## config.mk

```make
export PLATFORM = sky130hd
export DESIGN_NAME = id_ex_stage
export DESIGN_NICKNAME = d
export VERILOG_FILES = /design/src/rtl/id_ex_stage.sv
export SDC_FILE = /design/constraint.sdc
export NUM_CORES = 1
export LEC_CHECK = 0
export CAP_MARGIN = 20
export CORE_ASPECT_RATIO = 0.7
export CORE_MARGIN = 2
export CORE_UTILIZATION = 35
export DETAILED_ROUTE_END_ITERATION = 6
export PLACE_DENSITY = 0.67
export SLEW_MARGIN = 25
export SYNTH_ARGS = -nofsm -noshare
export SYNTH_HDL_FRONTEND = slang
export SYNTH_SLANG_ARGS = --single-unit
export TNS_END_PERCENT = 10
```

## constraint.sdc

```tcl
create_clock -name clk -period 10.5 [get_ports clk]
set_clock_uncertainty 0.1 [all_clocks]
set_input_delay 2.625 -clock clk [delete_from_list [all_inputs] [get_ports clk]]
set_output_delay 2.625 -clock clk [all_outputs]
set_load 0.005 [all_outputs]
```

## src/rtl/id_ex_stage.sv

```systemverilog
// id_ex_stage: ID/EX pipeline register of the 5-stage MIPS pipeline.
// Captures decoded fields, operands, immediate and control bits for EX.
// Detects load-use hazards against the load currently in EX. On a hazard it
// stalls the front end and injects a single bubble.
// Optional feature macro: ID_EX_STAT_EN adds a saturating 16-bit bubble_count
// output that counts load-use bubbles.
//
// Flow control: an instruction moves from ID into EX on a rising edge. This
// happens only when flush, ex_hold and load_use are all low; id_valid marks
// the payload as real. stall_up is the not-ready signal seen by PC and IF/ID:
// while it is high they must hold their contents.
// ex_hold is the not-ready signal from EX: while it is high this stage freezes.
// flush overrides both and always loads a bubble.
module id_ex_stage #(
  parameter int DATA_W = 32,
  parameter int REG_AW = 5,
  parameter int CTRL_W = 8
) (
  input  logic              clk,
  input  logic              rst,
  input  logic              id_valid,
  input  logic [REG_AW-1:0] id_rs,
  input  logic [REG_AW-1:0] id_rt,
  input  logic [REG_AW-1:0] id_rd,
  input  logic              id_uses_rt,
  input  logic [DATA_W-1:0] id_rs_data,
  input  logic [DATA_W-1:0] id_rt_data,
  input  logic [DATA_W-1:0] id_imm,
  input  logic [CTRL_W-1:0] id_ctrl,
  input  logic              id_mem_read,
  input  logic              id_reg_write,
  input  logic              flush,
  input  logic              ex_hold,
  output logic              ex_valid,
  output logic [REG_AW-1:0] ex_rs,
  output logic [REG_AW-1:0] ex_rt,
  output logic [REG_AW-1:0] ex_rd,
  output logic [DATA_W-1:0] ex_rs_data,
  output logic [DATA_W-1:0] ex_rt_data,
  output logic [DATA_W-1:0] ex_imm,
  output logic [CTRL_W-1:0] ex_ctrl,
  output logic              ex_mem_read,
  output logic              ex_reg_write,
`ifdef ID_EX_STAT_EN
  output logic [15:0]       bubble_count,
`endif
  output logic              stall_up
);

  // Pipeline register contents
  logic              valid_q,     valid_d;
  logic [REG_AW-1:0] rs_q,        rs_d;
  logic [REG_AW-1:0] rt_q,        rt_d;
  logic [REG_AW-1:0] rd_q,        rd_d;
  logic [DATA_W-1:0] rs_data_q,   rs_data_d;
  logic [DATA_W-1:0] rt_data_q,   rt_data_d;
  logic [DATA_W-1:0] imm_q,       imm_d;
  logic [CTRL_W-1:0] ctrl_q,      ctrl_d;
  logic              mem_read_q,  mem_read_d;
  logic              reg_write_q, reg_write_d;

  // Decoded per-edge action
  logic load_use;
  logic rd_nonzero;
  logic rs_match;
  logic rt_match;
  logic do_bubble;
  logic do_hold;
  logic do_load;

  // Hazard detection: a load in EX whose destination is read by the
  // instruction in ID. A load into $0 never produces a real value, so it
  // never creates a hazard.
  always_comb begin
    rd_nonzero = (rd_q != '0);
    rs_match   = (rd_q == id_rs);
    rt_match   = id_uses_rt && (rd_q == id_rt);
    load_use   = id_valid && valid_q && mem_read_q && rd_nonzero &&
                 (rs_match || rt_match);
  end

  assign stall_up = load_use || ex_hold;

  // Edge action priority: flush, then hold, then load-use bubble, then load
  always_comb begin
    do_bubble = 1'b0;
    do_hold   = 1'b0;
    do_load   = 1'b0;
    if (flush) begin
      do_bubble = 1'b1;
    end else if (ex_hold) begin
      do_hold = 1'b1;
    end else if (load_use) begin
      do_bubble = 1'b1;
    end else begin
      do_load = 1'b1;
    end
  end

  // Next-state selection for the pipeline register
  always_comb begin
    valid_d     = valid_q;
    rs_d        = rs_q;
    rt_d        = rt_q;
    rd_d        = rd_q;
    rs_data_d   = rs_data_q;
    rt_data_d   = rt_data_q;
    imm_d       = imm_q;
    ctrl_d      = ctrl_q;
    mem_read_d  = mem_read_q;
    reg_write_d = reg_write_q;
    if (do_bubble) begin
      valid_d     = 1'b0;
      rs_d        = '0;
      rt_d        = '0;
      rd_d        = '0;
      rs_data_d   = '0;
      rt_data_d   = '0;
      imm_d       = '0;
      ctrl_d      = '0;
      mem_read_d  = 1'b0;
      reg_write_d = 1'b0;
    end else if (do_load) begin
      valid_d     = id_valid;
      rs_d        = id_rs;
      rt_d        = id_rt;
      rd_d        = id_rd;
      rs_data_d   = id_rs_data;
      rt_data_d   = id_rt_data;
      imm_d       = id_imm;
      ctrl_d      = id_ctrl;
      // An empty ID slot must never write a register or touch memory.
      mem_read_d  = id_valid && id_mem_read;
      reg_write_d = id_valid && id_reg_write;
    end else if (do_hold) begin
      valid_d = valid_q;
    end
  end

  // Pipeline register with asynchronous clear
  always_ff @(posedge clk or posedge rst) begin
    if (rst) begin
      valid_q     <= 1'b0;
      rs_q        <= '0;
      rt_q        <= '0;
      rd_q        <= '0;
      rs_data_q   <= '0;
      rt_data_q   <= '0;
      imm_q       <= '0;
      ctrl_q      <= '0;
      mem_read_q  <= 1'b0;
      reg_write_q <= 1'b0;
    end else begin
      valid_q     <= valid_d;
      rs_q        <= rs_d;
      rt_q        <= rt_d;
      rd_q        <= rd_d;
      rs_data_q   <= rs_data_d;
      rt_data_q   <= rt_data_d;
      imm_q       <= imm_d;
      ctrl_q      <= ctrl_d;
      mem_read_q  <= mem_read_d;
      reg_write_q <= reg_write_d;
    end
  end

  assign ex_valid     = valid_q;
  assign ex_rs        = rs_q;
  assign ex_rt        = rt_q;
  assign ex_rd        = rd_q;
  assign ex_rs_data   = rs_data_q;
  assign ex_rt_data   = rt_data_q;
  assign ex_imm       = imm_q;
  assign ex_ctrl      = ctrl_q;
  assign ex_mem_read  = mem_read_q;
  assign ex_reg_write = reg_write_q;

`ifdef ID_EX_STAT_EN
  logic [15:0] bub_cnt_q, bub_cnt_d;
  logic        lu_bubble;

  // Only bubbles caused by load-use count; flush bubbles and holds do not
  assign lu_bubble = !flush && !ex_hold && load_use;

  // Saturating increment of the load-use bubble count
  always_comb begin
    bub_cnt_d = bub_cnt_q;
    if (lu_bubble && (bub_cnt_q != 16'hFFFF)) begin
      bub_cnt_d = bub_cnt_q + 16'd1;
    end
  end

  // Bubble counter register
  always_ff @(posedge clk or posedge rst) begin
    if (rst) begin
      bub_cnt_q <= 16'd0;
    end else begin
      bub_cnt_q <= bub_cnt_d;
    end
  end

  assign bubble_count = bub_cnt_q;
`endif

endmodule

```

After elaboration in Yosys (flattened, before gate mapping) --
Cells that the tools add are included. Widths: inputs -> output; s select.
Storage, ports and cells: bits in registers 122, output and inout port bits 123, word-level logic and storage cells 49
Operators by class: eq/ne operators 2, muxes and demuxes 26, reduce and logical (&&, ||, !) cells 11
Operators with widths (count):
- $mux 32 | 6
- $mux 5 | 6
- $mux 8 | 2
- $mux 1 | 12
- $eq 5x5->1 | 2
- $logic_and 1x1->1 | 7
- $reduce_bool 5->1 | 1
- $logic_or 1x1->1 | 2
- $reduce_bool 2->1 | 1

Logic depth before layout (Yosys ltp) --
Gate-level depths: netlist of the first run.
word-level depth 9, depth in mapped cells 8, depth with buffers taken out 5

Least setup slack after synthesis of the first run --
Ideal clock, no wire load.
kind input to output, start input port id_rs[4], end output port stall_up, arrival time 3372 ps, data required time 7775 ps, path slack 4403 ps, cell stages on the path 5, buffers on the path 0, cell sequence xnor2_1 -> nand3_1 -> o22ai_1 -> o211ai_2 -> nand2b_1
Between the ends: cells in the longest elaborated chain, start to end 4
RTL lines:
- start, declared | RTL line 22 | input logic [REG_AW-1:0] id_rs,
- $eq 5x5->1 | RTL line 76 | rs_match = (rd_q == id_rs);
- $logic_or 1x1->1 | RTL line 79 | (rs_match || rt_match);
- $logic_and 1x1->1 | RTL line 78 | load_use = id_valid && valid_q && mem_read_q && rd_nonzero &&
- $logic_or 1x1->1 | RTL line 82 | assign stall_up = load_use || ex_hold;
- end, declared | RTL line 47 | output logic stall_up
No other way between the ends.

Worst setup path after layout of the first run --
Ends and elaborated chain as after synthesis.

==> metrics.txt, run 1 <==
status completed; mux contribution to synthesized area 0%; Clock Path Buffers 2; grt met3 use 9.08%; Max Slew Vio Count 0; worst-path maximum fanout 15; most frequent cells in the layout clkdlybuf4s50_1, nand2_1, dfrtp_1, o22ai_1, a32o_1; share of the synthesized area in the top cell type 59.6%; worst-skew pair later-pin latency ~0.41 ns; Post-Syn Area 5120 sq um; Initial Util 36.3%; most common cell after layout, fill and taps aside clkdlybuf4s50_1; Cells after Synth 477; global routing met2 resource utilization a little under a third; crit-path cells clkdlybuf4s50_1 > xnor2_1 > nand3_1 > o22ai_1 > o211ai_4 > nand2b_1 > clkdlybuf4s50_1; core area 14100 sq um; Worst Hold Class reg -> reg; Startpoint Class input pin; CTS Buf Count 17; Die Y 105 microns; post-synthesis cell type count 22; final hold viol count 0; main area contributors after synthesis dfrtp_1, nand2_1, o22ai_1, a32o_1, o41ai_2; Syn Nets 604; I/O pin cnt 250; DP HPWL between 10 and 15 mm; #FFs+latches synth 122; Slowest Stage Delay on Critical Path around 0.50 ns; layout net count 829; synthesized-area fraction occupied by adder cells 0%; post-DR wirelength/cell between 15 and 20 microns; final WL 16.0 mm; final setup violation count 0; IO Port Bufs approximately 250; area grow syn2layout 63.4%; Fin Setup TNS 0 ns; synthesized area per cell 10.7 sq um; GRT Max-Usage Layer met2; final core utilization 59.3%; register area share after synthesis 59.6%; CTS tree done; first-pass GRT wire length between 20 and 30 mm; initial antenna violation count 0; crit path buf inv count 2; antenna cell count 0; max-cap viol count 0; Min Hold Slack 0.376 ns; Final GP Congestion approximately 0.78; layout cells sized above 1 7.55%; Worst path top cell family by delay buffers and inverters; Period Utilization, post-route 70.2%; relative slew slack 31.7%; GRT Resource Usage Total 20.7%; final setup margin 3.13 ns; post-CTS setup buffers 0; total grt overflow 0; non-filler instance count after layout between 900 and 1000; static leakage 0.00347 uW; CTS Sinks 122; Worst setup EP type output pin; most frequent CP cell clkdlybuf4s50_1; DIE WIDTH 149 microns; Post-Synth XOR/XNOR Area 1.71%; RSZ-0062 raised after global routing false; fillcell total 1169; Synth Warn # 0; fmax 136 MHz; fraction of the mapped netlist area in compound gates 20.7%; Max IR drop VDD 101 uV; Slew @ Worst Pin 1.03 ns; std cell rows 36; # DRC 0; hold buffers post-CTS 0; Iteration-0 DRC Markers 267; post-DR vias/cell 5.10; Simple-Gate Fraction of Synth Area approximately 12%; largest net degree at the start of global routing 98; Clock Tree Root clkbuf_16; number of global-route vias before repair 4692; placed cells between 800 and 900; area leader, netlist dfrtp_1; CP max-delay cell clkdlybuf4s50_1; DP Worst Slack approximately 3.1 ns; clock transition at the registers of the reported paths 0.06 ns; critical path type in -> out; total die area between 15000 and 20000 sq um; crit path DAT 4.65 ns; Pwr per Cell Area between 150 and 200 nW/um^2; largest family of logic cells by synthesized area compound AO/OA/AOI/OAI gates; Final min period 7.37 ns; drt pass-1 iters 5; CP required 7.78 ns; cts repair resizes 0; vias 4612; H-tree depth 4; remaining antenna violation count 0; met1 Usage GRT 26.7%
-- Yosys cell counts, drive strengths merged --
| master | instances |
|---|---|
| nand3 | 1 |
| nor2 | 1 |
| o41ai | 10 |
| inv | 11 |
| buf | 17 |
| o211a | 1 |
| nor2b | 2 |
| and3 | 1 |
| clkbuf | 32 |
| nand2b | 2 |
| nand3b | 2 |
| xnor2 | 10 |
| nand4 | 1 |
| o21ai | 2 |
| o22ai | 69 |
| or4 | 1 |
| o211ai | 1 |
| a32o | 42 |
| nand2 | 149 |
| dfrtp | 122 |
-- metrics by stage --
| stage | power [uW] | area, sq um |
|---|---|---|
| floorplan | 580 | 5120 |
| global placement | 699 | 7650 |
| detailed placement | 703 | 7710 |
| CTS | 1330 | 8340 |
| global route | 1370 | 8370 |
| finish | 1310 | 8370 |
-- cells by family (layout without fill, tap and decap cells) --
kind of cell / Yosys count / count (layout)
XOR/XNOR: 10 / 10
buffers and inverters: 60 / 298
AND/OR/NAND/NOR: 160 / 160
flip-flops: 122 / 122
AO/OA/AOI/OAI: 125 / 125
-- final timing paths --
| path | start | to | slack, ns | depth (start not counted) |
|---|---|---|---|---|
| setup / recovery | id_rs[4] | stall_up | 3.13 | 7 |
| hold / removal | ex_rs[1]$_DFFE_PP0P_ | ex_rs[1]$_DFFE_PP0P_ | 0.38 | 2 |
| setup reg to reg | ex_rd[4]$_DFFE_PP0P_ | ex_rt_data[16]$_DFFE_PP0P_ | 7.94 | 5 |
| hold reg to reg | ex_rs[1]$_DFFE_PP0P_ | ex_rs[1]$_DFFE_PP0P_ | 0.38 | 2 |
| max in group asynchronous | rst | ex_rs_data[29]$_DFFE_PP0P_ | 6.65 | 3 |
| min in group asynchronous | rst | ex_rt_data[30]$_DFFE_PP0P_ | 2.52 | 2 |
-- per-layer routing --
layer  routed length [microns]  part of all wire [%]
met4                       151                  0.94
met3                      1710                    11
met5                         0                     0
met1                      6770                    42
met2                      7390                    46
-- where the power goes --
| part | internal [uW] | switching [uW] | total (uW) |
|---|---|---|---|
| clock | 409 | 210 | 619 |
| sequential | 497 | 16.7 | 513 |
| combinational | 111 | 70.5 | 181 |
| total | 1020 | 297 | 1310 |
-- worst reg2reg max path, cell delays in order (launching register included) --
cell     delay, ns
dfrtp_1       0.47
xnor2_1       0.19
nand3_1       0.13
o22ai_1       0.35
o211a_4       0.90
o22ai_1       0.24
-- area by class of cell --
class | count | area [sq um] | share of cell area, %
inverters | 11 | 43.8 | 0.523
repair buffers | 255 | 2590 | 31.0
flip-flops and latches | 122 | 3050 | 36.5
clock inverters | 11 | 169 | 2.02
well taps | 190 | 238 | 2.84
clock buffers | 21 | 460 | 5.50
multi-input cells | 295 | 1810 | 21.6
-- state kept, by name, indices dropped and copies added (netlist names) --
register	flops
ex_reg_write	1
ex_rt_data	32
ex_rd	5
ex_valid	1
ex_imm	32
ex_mem_read	1
ex_rs_data	32
ex_ctrl	8
ex_rt	5
ex_rs	5
Power figures use the tool's default switching activity.
==> inputs of run 2 (changes only) <==
Clock period 10.5 ns to 7.3 ns, I/O delays scaled along.
==> metrics.txt, run 2 (synthesis gave the netlist of run 1 again) <==
Initial Util 36.3% (unchanged); Pwr per Cell Area 210 nW/um^2 (was 157 nW/um^2); cts repair resizes 0 (unchanged); total die area 15600 sq um (unchanged); fillcell total 1182 (was 1169); DP HPWL 10.8 mm (was 10.6 mm); total grt overflow 0 (unchanged); CP required 5.38 ns (was 7.78 ns); IO Port Bufs 249 (unchanged); Slew @ Worst Pin 1.02 ns (was 1.03 ns); largest net degree at the start of global routing 84 (was 98); antenna cell count 0 (unchanged); met2 wire len 7.42 mm (was 7.39 mm); Iteration-0 DRC Markers 247 (was 267); Worst setup EP type output pin (unchanged); Max Slew Vio Count 0 (unchanged); area of the multi-input gates 1810 sq um (unchanged); area grow syn2layout 61.2% (was 63.4%); number of global-route vias before repair 4717 (was 4692); post-CTS setup buffers 0 (unchanged); most frequent cells in the layout clkdlybuf4s50_1, nand2_1, dfrtp_1, o22ai_1, a32o_1 (unchanged); DP Worst Slack 1.41 ns (was 3.12 ns); GRT Resource Usage Total 20.7% (about the same); Clock Path Buffers 2 (unchanged); Final min period about 6 ns; sw power 417 uW (was 297 uW); Period Utilization, post-route roughly four fifths; vias 4631 (was 4612); Int Power 1320 uW (was 1020 uW); worst-skew pair later-pin latency 0.40 ns (was 0.41 ns); # DRC 0 (unchanged); CTS tree done (unchanged); placed cells 873 (was 872); DR WL met3 1.86 mm (was 1.71 mm); Startpoint Class input pin (unchanged); drt pass-1 iters 4 (was 5); non-filler instance count after layout 905 (unchanged); first-pass GRT wire length 25.5 mm (was 25.4 mm); internal reg-to-reg setup slack 4.72 ns (was 7.94 ns); met1 WL 6.34 mm (was 6.77 mm); final core utilization 58.6% (was 59.3%); Min Hold Slack 0.374 ns (was 0.376 ns); register area 3050 sq um (unchanged); status completed (unchanged); sequential share of power 42.5% (was 39.1%); layout cells sized above 1 7.69% (was 7.55%); RSZ-0062 raised after global routing false (unchanged); CTS Buf Count 17 (unchanged); switching share of total power 24.0% (was 22.6%); final setup violation count 0 (unchanged); crit path DAT 3.97 ns (was 4.65 ns); final hold viol count 0 (unchanged); clock transition at the registers of the reported paths 0.05 ns (was 0.06 ns); final WL 15.9 mm (was 16.0 mm); combinational share of power 15.0% (was 13.8%); most common cell after layout, fill and taps aside clkdlybuf4s50_1 (unchanged); Max IR drop VDD 165 uV (was 101 uV); post-DR vias/cell 5.12 (was 5.10); post-DR wirelength/cell 17.5 microns (was 17.7 microns); layout net count 830 (was 829); worst-path maximum fanout 23 (was 15); Worst Hold Class reg -> reg (unchanged); static leakage 0.00342 uW (was 0.00347 uW); core area 14100 sq um (unchanged); max-cap viol count 0 (unchanged); Clock Tree Root clkbuf_16 (unchanged); I/O pin cnt 250 (unchanged); relative slew slack 32.3% (was 31.7%); Final GP Congestion 0.809 (was 0.779); std cell rows 36 (unchanged); initial antenna violation count 0 (unchanged); Die Y 105 microns (unchanged); CTS Sinks 122 (unchanged); fmax 170 MHz; clock share of power 42.5% (was 47.1%); final setup margin 1.40 ns (was 3.13 ns); hold buffers post-CTS 0 (unchanged); Fin Setup TNS 0 ns (unchanged); top sig layer met4 (unchanged); H-tree depth 4 (unchanged); critical path type in -> out (unchanged); DIE WIDTH 149 microns (unchanged); remaining antenna violation count 0 (unchanged)
==> run 2: final cells by class <==
type	count	area share, %
clock buffers	20	5.53
repair buffers	256	31.2
flip-flops and latches	122	37.0
well taps	190	2.88
inverters	11	0.561
multi-input cells	295	21.9
clock inverters	11	0.909
==> run 2: per-stage QoR <==
step | cell area [sq um] | power, uW
2_1_floorplan | 5120 | 835
3_3_place_gp | 7660 | 1010
3_5_place_dp | 7700 | 1010
4_1_cts | 8230 | 1760
5_1_grt | 8260 | 1810
6_report | 8260 | 1740
==> run 2: path summary, 6_finish.rpt <==
check	from	endpoint	cells after the start
setup / recovery	id_rs[1]	stall_up	7
hold / removal	ex_rs[0]$_DFFE_PP0P_	ex_rs[0]$_DFFE_PP0P_	2
setup reg to reg	ex_rd[4]$_DFFE_PP0P_	ex_mem_read$_DFFE_PP0P_	5
hold reg to reg	ex_rs[0]$_DFFE_PP0P_	ex_rs[0]$_DFFE_PP0P_	2
max in group asynchronous	rst	ex_rt_data[3]$_DFFE_PP0P_	3
min in group asynchronous	rst	ex_imm[5]$_DFFE_PP0P_	2
==> run 2: power groups by stage <==
| stage | clock (uW) | sequential (uW) | combinational (uW) |
|---|---|---|---|
| 2_1_floorplan | 0 | 750 | 85.1 |
| 3_3_place_gp | 0 | 748 | 257 |
| 3_5_place_dp | 0 | 750 | 262 |
| 4_1_cts | 760 | 739 | 263 |
| 5_1_grt | 789 | 743 | 283 |
| 6_report | 739 | 739 | 260 |
==> run 2: critical path, cell delays in order <==
cell             delay [ns]
clkdlybuf4s50_1        0.50
xnor2_1                0.13
nand3_1                0.13
o22ai_1                0.36
o211ai_4               0.34
nand2b_1               0.17
clkdlybuf4s50_1        0.51
==> run 2: layer usage <==
layer / GRT usage [%] / up-vias
li1: - / 2157
met1: 26.1 / 2239
met2: 32.2 / 213
met3: 8.95 / 22
met4: 6.46 / 0
met5: 0 / -
